==> config.mk <==
export PLATFORM = sky130hd
export DESIGN_NAME = mips_bus_port
export DESIGN_NICKNAME = d
export VERILOG_FILES = /design/src/rtl/mips_bus_port.sv
export SDC_FILE = /design/constraint.sdc
export NUM_CORES = 1
export LEC_CHECK = 0
export ABC_AREA = 1
export CAP_MARGIN = 40
export CORE_MARGIN = 2
export CORE_UTILIZATION = 42
export CTS_BUF_LIST = sky130_fd_sc_hd__clkbuf_4
export DETAILED_ROUTE_END_ITERATION = 16
export PLACE_DENSITY = 0.85
export SETUP_SLACK_MARGIN = 0.5
export SYNTH_ARGS = -nofsm -noshare
export SYNTH_HDL_FRONTEND = slang
export SYNTH_SLANG_ARGS = --single-unit
==> constraint.sdc <==
create_clock -name clk -period 5.74 [get_ports clk]
set_clock_uncertainty 0.1 [all_clocks]
set_input_delay 1.435 -clock clk [delete_from_list [all_inputs] [get_ports clk]]
set_output_delay 1.435 -clock clk [all_outputs]
set_load 0.02 [all_outputs]
==> src/rtl/mips_bus_port.sv <==
// Avalon-MM master front-end for the multicycle MIPS core: round-robin requester
// arbitration, byte-lane steering, load extension, waitrequest stall and error reporting.
//
// state  | meaning
// IDLE   | no transaction owned; arbitrate and latch a request
// ACCESS | Avalon read/write driven, held while waitrequest is high
// RESP   | one-cycle response pulse to the owning channel
module mips_bus_port #(
  parameter int NUM_REQ = 2,
  parameter int TIMEOUT = 0
) (
  input  logic                   clk,
  input  logic                   reset,
  input  logic [NUM_REQ-1:0]     req_valid,
  output logic [NUM_REQ-1:0]     req_ready,
  input  logic [32*NUM_REQ-1:0]  req_addr,
  input  logic [NUM_REQ-1:0]     req_write,
  input  logic [2*NUM_REQ-1:0]   req_size,
  input  logic [NUM_REQ-1:0]     req_signed,
  input  logic [32*NUM_REQ-1:0]  req_wdata,
  output logic [NUM_REQ-1:0]     resp_valid,
  output logic [31:0]            resp_rdata,
  output logic                   resp_err,
  output logic                   busy,
  output logic [31:0]            address,
  output logic                   read,
  output logic                   write,
  input  logic                   waitrequest,
  output logic [3:0]             byteenable,
  output logic [31:0]            writedata,
  input  logic [31:0]            readdata
);

  localparam int IW = (NUM_REQ > 1) ? $clog2(NUM_REQ) : 1;
  localparam int TW = (TIMEOUT > 1) ? $clog2(TIMEOUT) : 1;
  localparam logic [IW:0]   NREQ    = (IW+1)'(NUM_REQ);
  localparam logic [TW-1:0] TO_LOAD = (TIMEOUT > 0) ? TW'(TIMEOUT - 1) : '0;

  typedef enum logic [1:0] {
    IDLE   = 2'd0,
    ACCESS = 2'd1,
    RESP   = 2'd2
  } state_t;

  state_t state, state_nxt;

  logic [IW-1:0]          rr_ptr, gnt_off, gnt_idx, owner;
  logic [IW:0]            gnt_sum, ptr_sum;
  logic [2*NUM_REQ-1:0]   req_dbl;
  logic                   gnt_found;

  logic [31:0] sel_addr, sel_wdata;
  logic [1:0]  sel_size;
  logic        sel_write, sel_signed, sel_bad;

  logic [31:0]   addr_q, wdata_q;
  logic [1:0]    size_q;
  logic          write_q, signed_q, err_q;
  logic [TW-1:0] timer;
  logic          timeout;

  logic [3:0]  be_c;
  logic [31:0] wd_c, load_ext;
  logic [7:0]  rd_byte;
  logic [15:0] rd_half;

  // Rotate the request vector so rr_ptr sits at bit 0, pick the lowest set bit, rotate back.
  always_comb begin
    req_dbl   = {req_valid, req_valid} >> rr_ptr;
    gnt_found = |req_dbl[NUM_REQ-1:0];
    gnt_off   = '0;
    for (int j = NUM_REQ-1; j >= 0; j--) begin
      if (req_dbl[j]) gnt_off = IW'(j);
    end
    gnt_sum = {1'b0, rr_ptr} + {1'b0, gnt_off};
    if (gnt_sum >= NREQ) gnt_sum = gnt_sum - NREQ;
    gnt_idx = gnt_sum[IW-1:0];
    ptr_sum = {1'b0, gnt_idx} + (IW+1)'(1);
    if (ptr_sum >= NREQ) ptr_sum = ptr_sum - NREQ;
  end

  always_comb begin
    sel_addr   = '0;
    sel_wdata  = '0;
    sel_size   = '0;
    sel_write  = 1'b0;
    sel_signed = 1'b0;
    for (int c = 0; c < NUM_REQ; c++) begin
      if (gnt_idx == IW'(c)) begin
        sel_addr   = req_addr[32*c +: 32];
        sel_wdata  = req_wdata[32*c +: 32];
        sel_size   = req_size[2*c +: 2];
        sel_write  = req_write[c];
        sel_signed = req_signed[c];
      end
    end
    sel_bad = (sel_size == 2'b11) ||
              (sel_size == 2'b01 && sel_addr[0]) ||
              (sel_size == 2'b10 && sel_addr[1:0] != 2'b00);
  end

  assign timeout = (TIMEOUT > 0) && waitrequest && (timer == '0);

  always_ff @(posedge clk or negedge reset) begin
    if (!reset) state <= IDLE;
    else        state <= state_nxt;
  end

  always_comb begin
    state_nxt = state;
    case (state)
      IDLE:    if (gnt_found) state_nxt = sel_bad ? RESP : ACCESS;
      ACCESS:  if (!waitrequest || timeout) state_nxt = RESP;
      RESP:    state_nxt = IDLE;
      default: state_nxt = IDLE;
    endcase
  end

  always_ff @(posedge clk or negedge reset) begin
    if (!reset) begin
      rr_ptr   <= '0;
      owner    <= '0;
      addr_q   <= '0;
      wdata_q  <= '0;
      size_q   <= '0;
      write_q  <= 1'b0;
      signed_q <= 1'b0;
      err_q    <= 1'b0;
      timer    <= '0;
    end else if (state == IDLE && gnt_found) begin
      rr_ptr   <= ptr_sum[IW-1:0];
      owner    <= gnt_idx;
      addr_q   <= sel_addr;
      wdata_q  <= sel_wdata;
      size_q   <= sel_size;
      write_q  <= sel_write;
      signed_q <= sel_signed;
      err_q    <= sel_bad;
      timer    <= TO_LOAD;
    end else if (state == ACCESS && waitrequest) begin
      if (timeout) err_q <= 1'b1;
      else         timer <= timer - TW'(1);
    end
  end

  always_comb begin
    be_c = 4'b1111;
    wd_c = wdata_q;
    case (size_q)
      2'b00: begin
        be_c = 4'b0001 << addr_q[1:0];
        wd_c = {4{wdata_q[7:0]}};
      end
      2'b01: begin
        be_c = addr_q[1] ? 4'b1100 : 4'b0011;
        wd_c = {2{wdata_q[15:0]}};
      end
      default: ;
    endcase
    case (addr_q[1:0])
      2'b00:   rd_byte = readdata[7:0];
      2'b01:   rd_byte = readdata[15:8];
      2'b10:   rd_byte = readdata[23:16];
      default: rd_byte = readdata[31:24];
    endcase
    rd_half = addr_q[1] ? readdata[31:16] : readdata[15:0];
    case (size_q)
      2'b00:   load_ext = {{24{signed_q & rd_byte[7]}}, rd_byte};
      2'b01:   load_ext = {{16{signed_q & rd_half[15]}}, rd_half};
      default: load_ext = readdata;
    endcase
  end

  // req_ready is gated by reset so a pending request is not acknowledged while held in reset.
  always_comb begin
    req_ready  = '0;
    resp_valid = '0;
    resp_rdata = '0;
    resp_err   = 1'b0;
    address    = '0;
    read       = 1'b0;
    write      = 1'b0;
    byteenable = '0;
    writedata  = '0;
    busy       = (state != IDLE);
    case (state)
      IDLE: begin
        if (gnt_found && reset) req_ready = NUM_REQ'(1) << gnt_idx;
      end
      ACCESS: begin
        address    = {addr_q[31:2], 2'b00};
        read       = !write_q;
        write      = write_q;
        byteenable = be_c;
        writedata  = wd_c;
      end
      RESP: begin
        resp_valid = NUM_REQ'(1) << owner;
        resp_err   = err_q;
        resp_rdata = (err_q || write_q) ? 32'h0 : load_ext;
      end
      default: ;
    endcase
  end

endmodule

==> results_dict.tcl <==
set metrics [dict create \
    max-slew-margin-rel_pct 44.30 \
    wire_per_inst_um 16.26 \
    slowest_delay_ns 0.59 \
    dr.pass1.iters 6 \
    vdd_drop_max_uv 196.3 \
    initial_utilization_pct 43.12 \
    crit_path_start_kind "primary input" \
    synth.distinct_cells 28 \
    place.port_buffers 278 \
    setup.worst_path.end "resp_rdata[15]" \
    n_antenna_cell 0 \
    multi_input_area_mm2 0.002326 \
    htree_num_levels 3 \
    die-area_mm2 0.01199 \
    synthSimpleGateAreaFrac_pct 32.57 \
    arrival_ns 3.34 \
    yosysWarnings 0 \
    worst_slack_ns 0.8609 \
    cp_slowest_cell "clkdlybuf4s50_1" \
    cts_buffer_depth 2 \
    synth-seq-area-share_pct 39.08 \
    hold_viol 0 \
    ff_latch_area_mm2 0.001827 \
    critical_path.cell_chain "clkdlybuf4s50_1 > inv_1 > a21oi_2 > nand3_2 > nand2_1 > o21ai_0 > inv_1 > clkdlybuf4s50_1" \
    dp_slack_ns 0.8708 \
    postCtsSetupBuffers 0 \
    drc_errors 0 \
    status "completed" \
    coreArea_mm2 0.01084 \
    numCtsBuffers 9 \
    std_cell_rows 38 \
    path_clk_slew_ns 0.11 \
    r2r-end "wdata_q[6]" \
    min_path_type "reg2reg" \
    final_nets 1138 \
    grt_usage_pct 29.72 \
    fin_crit_ns 4.879 \
    syn_area_per_cell_um2 6.659 \
    cts_resized 0 \
    grt_pass1_vias 5361 \
    num_vias 5682 \
    nFillCells 914 \
    reg2reg_setup_slack_ns 3.29 \
    grt_max_degree 53 \
    worstPathRequired_ns 4.20 \
    antenna_found_initial 0 \
    ioPinCount 281 \
    totalWireLength_um 18030 \
    clock_latency_ns 0.41 \
    crit_fanout 8 \
    slew_violations 0 \
    grt_pass1_wl_um 27080 \
    timing.fmax_ghz 0.2050 \
    tns_ns 0 \
    syn_inst 702 \
    synth_top_family_by_area "simple AND/OR/NAND/NOR gates" \
    syn_to_final_growth_pct 66.25 \
    leakagePower_nw 3.474 \
    die-width_um 109.5 \
    ant_nets 0 \
    synth_area_leader_cell "dfrtp_1" \
    drv_cap 0 \
    r2r_cells 6 \
    drt_iter0_markers 409 \
    gp_congestion 0.9469 \
    cts_hold_buf 0 \
    fin_util_pct 71.69 \
    r2r-start "state[1]" \
    post-route-period-util_pct 85.00 \
    synth_compound_area_share_pct 16.68 \
    crit_start "readdata[31]" \
    overflow 0 \
    rsz0062_at_grt "no" \
    critPathKind "in2out" \
    end_kind "output port" \
    vias_per_cell 5.124 \
    layout-drive-gt1-share_pct 5.779 \
    tightestPinTransition_ns 0.8346 \
    cts_root_buf "clkbuf_4" \
    syn-cell-area_mm2 0.004674 \
    setup_viol 0 \
    synthXorXnorAreaFrac_pct 0 \
    die_y_um 109.5 \
    synth_area_leaders "dfrtp_1 39%, nand2_1 17%, nor2_1 7.7%, inv_1 7.5%, o211ai_1 6.7%" \
    min_path_cells 2 \
    ys_ff_latch 73 \
    dp_hpwl_um 13870 \
    powerDensity_mw_per_mm2 430.3 \
    synth_top_cell_area_share_pct 39.08 \
    synth_mux_area_share_pct 0 \
    cts_tree "done" \
    synth_fa_ha_area_share_pct 0 \
    clock_sinks 73 \
]
==> stage by stage <==
step	cell area, um^2	instances	power [mW]	hold WS (ns)
after CTS	7767	1109	3.352	0.4172
after global routing	7771	1109	3.585	0.4432
after global placement	7525	1091	2.888	0.3793
after detailed placement	7592	1094	2.940	0.3849
after floorplan	4678	703	2.107	0.3599
final	7771	1109	3.344	0.4156
==> placed cells by master (no fill, tap or decap), types with 10 or more instances in the layout <==
master / count
clkdlybuf4s50_1: 277
nand2_1: 206
nor2_1: 96
inv_1: 92
dfrtp_1: 73
o211ai_1: 42
nand3_1: 35
o21ai_0: 34
a21oi_1: 22
o22ai_1: 19
nor2_2: 10
==> area by class of cell <==
| class | instances | share of cell area (%) |
|---|---|---|
| clock buffer | 9 | 0.8694 |
| clock inverter | 6 | 1.385 |
| inverter | 95 | 4.637 |
| multi-input combinational | 497 | 29.93 |
| sequential | 73 | 23.51 |
| tap | 140 | 2.254 |
| timing repair buffer | 289 | 37.42 |
==> sequential cells by signal (all words and copies together) (netlist names) <==
register and cells:
owner 1, size_q 2, wdata_q 32, rr_ptr 1, addr_q 32, write_q 1, signed_q 1, err_q 1
state 2
==> Yosys cell counts <==
cell type,n
nand3b_1,2
nand2_2,3
nand2_4,1
nor3_1,4
dfrtp_1,73
inv_1,93
o21ai_1,1
nand3_1,35
a21oi_1,22
nor2_2,11
nand3_2,2
o21ai_0,34
buf_6,1
a211oi_1,1
buf_1,4
conb_1,1
nor2_4,2
or2_2,6
buf_4,7
nor2_1,96
clkbuf_1,19
o22ai_1,19
o211ai_1,42
nand2_1,206
a21oi_2,1
inv_2,2
a31oi_1,7
buf_2,7
==> kinds of logic after synthesis <==
family / Yosys count
AOI/OAI and AO/OA: 127
buffers and inverters: 133
DFF: 73
other: 1
and+or+nand+nor: 368
==> worst min-delay path by stage <==
stage,startpoint,end,slack (ns)
after floorplan,wdata_q[16],wdata_q[16],0.36
after global placement,wdata_q[17],wdata_q[17],0.38
after detailed placement,wdata_q[21],wdata_q[21],0.38
after CTS,wdata_q[18],wdata_q[18],0.42
after global routing,wdata_q[21],wdata_q[21],0.44
final,wdata_q[18],wdata_q[18],0.42
==> metal layers <==
layer  global-route usage (%)  wire (um)  up-vias
met3                    7.587       1644       50
li1                         -          -     2756
met2                    52.43       9031      292
met1                    34.15       6680     2584
met5                        0          0        -
met4                    12.30        674        0
==> where the power goes <==
group	switching [mW]	internal [mW]
clock network	0.190	0.217
logic	1.22	0.797
registers	0.156	0.764
==> worst max-delay path: cells and delay by family <==
family          cells  cell delay (ns)
compound gates      2             0.30
simple gates        2             0.33
buf+inv             4             1.26
No activity file was read; power rests on OpenSTA's default activity.
